==> src/rtl/coso_bit_extractor.sv <==
// coso_bit_extractor: measures beat periods, packs their LSBs into words (optional health monitor under COSO_HEALTH_EN)
module coso_bit_extractor #(
  parameter int CNT_W           = 16,
  parameter int BITS_PER_SAMPLE = 1,
  parameter int DATA_W          = 32,
  parameter int MIN_PERIOD      = 4
) (
  input  logic              clk,
  input  logic              clr,
  input  logic              en,
  input  logic              beat,
  output logic [CNT_W-1:0]  countOut,
  output logic [DATA_W-1:0] dataOut,
  output logic              dataValid,
  input  logic              dataReady,
  output logic              overflow,
  output logic              alarm
);
  localparam int NB_W = $clog2(DATA_W + 1);
  logic              beat_q;
  logic [CNT_W-1:0]  cnt_q, cnt_d, count_q, count_d, period;
  logic              ref_q, ref_d;
  logic [NB_W-1:0]   nb_q, nb_d;
  logic [DATA_W-1:0] sr_q, sr_d, data_q, data_d;
  logic              valid_q, valid_d, ovf_q, ovf_d;
  logic              rise, sat, sample, full, xfer;
  always_comb begin
    rise    = beat & ~beat_q;
    sat     = &cnt_q;
    period  = cnt_q + 1'b1;
    sample  = en & rise & ref_q & ~sat;
    full    = nb_q == NB_W'(DATA_W);
    xfer    = en & full & (~valid_q | dataReady);
    cnt_d   = !en ? cnt_q : rise ? '0 : sat ? cnt_q : cnt_q + 1'b1;
    ref_d   = en & (ref_q | rise);
    count_d = sample ? period : count_q;
    sr_d    = (sample & (~full | xfer)) ? {sr_q[DATA_W-BITS_PER_SAMPLE-1:0], period[BITS_PER_SAMPLE-1:0]} : sr_q;
    nb_d    = xfer ? (sample ? NB_W'(BITS_PER_SAMPLE) : '0)
            : (sample & ~full) ? nb_q + NB_W'(BITS_PER_SAMPLE) : nb_q;
    data_d  = xfer ? sr_q : data_q;
    valid_d = xfer | (valid_q & ~dataReady);
    ovf_d   = ovf_q | (sample & full & ~xfer);
  end
  always_ff @(posedge clk) begin
    if (clr) begin
      beat_q  <= 1'b0;
      cnt_q   <= '0;
      count_q <= '0;
      ref_q   <= 1'b0;
      nb_q    <= '0;
      sr_q    <= '0;
      data_q  <= '0;
      valid_q <= 1'b0;
      ovf_q   <= 1'b0;
    end else begin
      beat_q  <= beat;
      cnt_q   <= cnt_d;
      count_q <= count_d;
      ref_q   <= ref_d;
      nb_q    <= nb_d;
      sr_q    <= sr_d;
      data_q  <= data_d;
      valid_q <= valid_d;
      ovf_q   <= ovf_d;
    end
  end
`ifdef COSO_HEALTH_EN
  logic alarm_q, alarm_d;
  always_comb alarm_d = alarm_q | (sample & (period < CNT_W'(MIN_PERIOD))) | (en & ref_q & sat);
  always_ff @(posedge clk) begin
    if (clr) alarm_q <= 1'b0;
    else alarm_q <= alarm_d;
  end
  assign alarm = alarm_q;
`else
  assign alarm = 1'b0;
`endif
  assign countOut  = count_q;
  assign dataOut   = data_q;
  assign dataValid = valid_q;
  assign overflow  = ovf_q;
endmodule

==> config.mk <==
export PLATFORM = sky130hd
export DESIGN_NAME = coso_bit_extractor
export DESIGN_NICKNAME = d
export VERILOG_FILES = /design/src/rtl/coso_bit_extractor.sv
export SDC_FILE = /design/constraint.sdc
export NUM_CORES = 1
export LEC_CHECK = 0
export BUFFER_PORTS_ARGS = -buffer_cell sky130_fd_sc_hd__buf_2
export CELL_PAD_IN_SITES_DETAIL_PLACEMENT = 0
export CELL_PAD_IN_SITES_GLOBAL_PLACEMENT = 1
export CORE_MARGIN = 2
export CORE_UTILIZATION = 25
export DETAILED_ROUTE_END_ITERATION = 8
export GPL_ROUTABILITY_DRIVEN = 0
export PLACE_DENSITY_LB_ADDON = 0.1
export SYNTH_ARGS = -nofsm -noshare
export SYNTH_HDL_FRONTEND = slang
export SYNTH_SLANG_ARGS = --single-unit
==> constraint.sdc <==
create_clock -name clk -period 2 [get_ports clk]
set_clock_uncertainty 0.2 [all_clocks]
set_input_delay 0.4 -clock clk [delete_from_list [all_inputs] [get_ports clk]]
set_output_delay 0.4 -clock clk [all_outputs]
set_load 0.02 [all_outputs]
==> metrics.md <==
| Metric | Value |
|---|---|
| Outcome | `finished clean` |
| Fillers | `1798` |
| Die X-Extent | `137.6 um` |
| WL met3 | `504 um` |
| CP max stage delay | `0.57 ns` |
| Critical-path maximum fanout | `12` |
| Root cell of the clock tree | `clkbuf_16` |
| Final Routed Wirelength | `13060 um` |
| Syn_area_per_cell | `8.702 um^2` |
| Syn Std Cell Area | `4464 um^2` |
| Synth Area in Compound Gates | `0.1662` |
| CTS tree | `built` |
| CTS sink cnt | `106` |
| Worst setup path end | `nb_q[2]` |
| Worst Path Buf+Inv | `1` |
| Worst path required time | `2.04 ns` |
| Total power | `4.194 mW` |
| CTS max path bufs | `2` |
| CP top delay family | `simple AND/OR/NAND/NOR gates` |
| Total Neg Setup Slack | `0 ns` |
| CTS Hold Bufs | `0` |
| Xor/xnor share of the synthesized area | `0.02158` |
| Synth top area cells | `dfxtp_1 (48%), nand2_1 (9.3%), mux2i_1 (7.0%)` |
| Inst Count DP | `813` |
| Levels on crit path | `6` |
| Fin cells | `838` |
| DIE HEIGHT | `137.6 um` |
| First-pass DRT Iterations | `4` |
| Class of the worst hold path | `in2reg` |
| Reg2reg path depth | `6` |
| Post-synthesis mux area share | `0.07203` |
| Pwr Density | `701.4 nW/um^2` |
| # IOs | `56` |
| Final period utilization | `0.9998` |
| Critical path's slowest cell | `or4_4` |
| Yosys warning count | `0` |
| Layout area overhead | `33.94%` |
| CP endpoint kind | `flop` |
| Rows | `48` |
| Final Max Slew Viols | `0` |
| Initial antenna violation count | `0` |
| # port buffers | `54` |
| R2r endpoint | `nb_q[2]` |
| Drt wl/cell | `15.58 um` |
| Commonest non-fill, non-tap cell in the layout | `nand2_1` |
| Vias in the first global route | `3866` |
| Crit path cell chain | `ha_4 -> nand3_4 -> or4_4 -> buf_12 -> nand3_2 -> mux2_4` |
| Setup violations, final | `0` |
| Most frequent cells in the layout | `nand2_1 (111), dfxtp_1 (98), buf_4 (58)` |
| Post-synth top area share | `0.4753` |
| Arr. time, crit path | `2.04 ns` |
| Num CTS Buffers | `9` |
| Critical R2R Launch | `cnt_q[1]` |
| GRT Resource Usage Total | `0.1433` |
| Starting Density | `0.2572` |
| Clock Pin Slew Worst Setup and Hold Paths | `0.07 ns` |
| Max Cap Violations | `0` |
| Post-detail-place hpwl | `8653 um` |
| Post-synthesis sequential area ratio | `0.4753` |
| # diodes | `0` |
| Clk_lat worst skew | `0.35 ns` |
| Largest net degree at the start of global routing | `56` |
| Wl on met1 | `6504 um` |
| Final Hold Fails | `0` |
| Nets | `616` |
| Iteration-0 DRC count of the detailed router | `209` |
| Vias post-DR | `3995` |
| Post-DRT Antenna Nets | `0` |
| Finished Core Util | `0.3445` |
| Die area | `18940 um^2` |
| Crit path from | `cnt_q[1]` |
| First-pass GRT wire length | `20690 um` |
| Largest family of logic cells by synthesized area | `simple AND/OR/NAND/NOR gates` |
| Synth Area in Adders | `0.008408` |
| Post-synth EDFFs | `0` |
| Synth Instances | `513` |
| Yosys top cell by area | `dfxtp_1` |
| H-tree depth | `3` |
| WL met2 | `5843 um` |
| # DRC | `0` |
| Fmax | `500.1 MHz` |
| FF-to-FF setup slack | `0.0004 ns` |
| Min cycle time layout | `2.000 ns` |
| Critical path class | `reg2reg` |
| Syn_nets | `521` |
| Yosys reg bits | `106` |
| Post-Synth Simple-Gate Area | `0.2054` |
| Crit path launch type | `flop` |
| Lkg Pwr | `2.191 nW` |
| Core area | `17360 um^2` |
| Vias per cell | `4.767` |
| Share of post-route cells with drive strength above 1 | `0.3034` |
| Synth Flop Type | `dfxtp_1` |
| RSZ-0062 raised after global routing | `true` |
| Unique masters post-synth | `50` |
| GR Overflow Total | `0` |
| Peak supply drop | `376.2 uV` |
| Ys async rst share | `0` |
| Top Metal Used | `met4` |
## flip-flops by register name, indices dropped and copies added, names as in the netlist
signal and cells:
nb_q 6, countOut 16, overflow 1, dataOut 32, dataValid 1, sr_q 32
ref_q 1, cnt_q 16, beat_q 1
## stage by stage
step / cell area (um^2) / hold WS (ns) / setup slack [ns]
6_report: 5979 / 0.1126 / 0.0004441
5_1_grt: 5979 / 0.1148 / -0.06548
2_1_floorplan: 4493 / 0.2321 / -0.03142
3_5_place_dp: 5383 / 0.2463 / -0.1109
4_1_cts: 5799 / 0.1034 / -0.009286
3_3_place_gp: 5383 / 0.2425 / -0.08510
## how the worst min path moves through the flow
| stage | startpoint | to | slack (ns) | depth (start not counted) |
|---|---|---|---|---|
| floorplan | sr_q[0] | dataOut[0] | 0.23 | 2 |
| detailed placement | dataOut[7] | dataOut[7] | 0.25 | 2 |
| global placement | dataOut[21] | dataOut[21] | 0.24 | 2 |
| CTS | clr | countOut[3] | 0.10 | 2 |
| global route | clr | countOut[3] | 0.11 | 2 |
| finish | clr | countOut[3] | 0.11 | 2 |
## metal layers
metal,vias to the layer above,GRT usage
li1,2017,-
met1,1898,0.1941
met2,68,0.2208
met3,12,0.02943
met4,0,0.05956
met5,-,0
## layout make-up
type	instances	area [um^2]	area share
clock buffers	12	256.5	0.04290
clock inverters	4	56.30	0.009416
inverters	8	30.03	0.005022
multi-input cells	356	2272	0.3800
flip-flops and latches	106	2137	0.3574
well taps	225	281.5	0.04708
repair buffers	127	945.9	0.1582
## cell families after synthesis
logic type / after synthesis
AOI/OAI and AO/OA: 120
xor gates and xnor gates: 11
adders and majority gates: 3
buffers and inverters: 51
DFF: 106
muxes: 32
other: 1
and+or+nand+nor: 189
## timing repair
item                                    4_1_cts  5_1_grt
pin swaps                                     6       17
endpoints found under the hold margin         0        0
resized for setup                            17       29
buffers inserted                              2        4
endpoints found under the setup margin       61       81
cloned                                        1        2
## report_power, final
group / internal [mW] / total [mW] / switching [mW]
logic: 0.0630 / 0.179 / 0.116
registers: 2.12 / 2.12 / 0.00689
clock network: 1.06 / 1.89 / 0.836
## cell usage after synthesis (8+ instances only)
master,instances
o21ai_0,8
dfxtp_1,106
a211oi_1,17
o211ai_1,8
inv_1,8
nor2_1,9
a21oi_1,61
buf_2,14
nand4_1,12
mux2i_1,31
nand2_1,111
nand3_1,13
clkbuf_1,26
(Power assumes the default switching activity.)
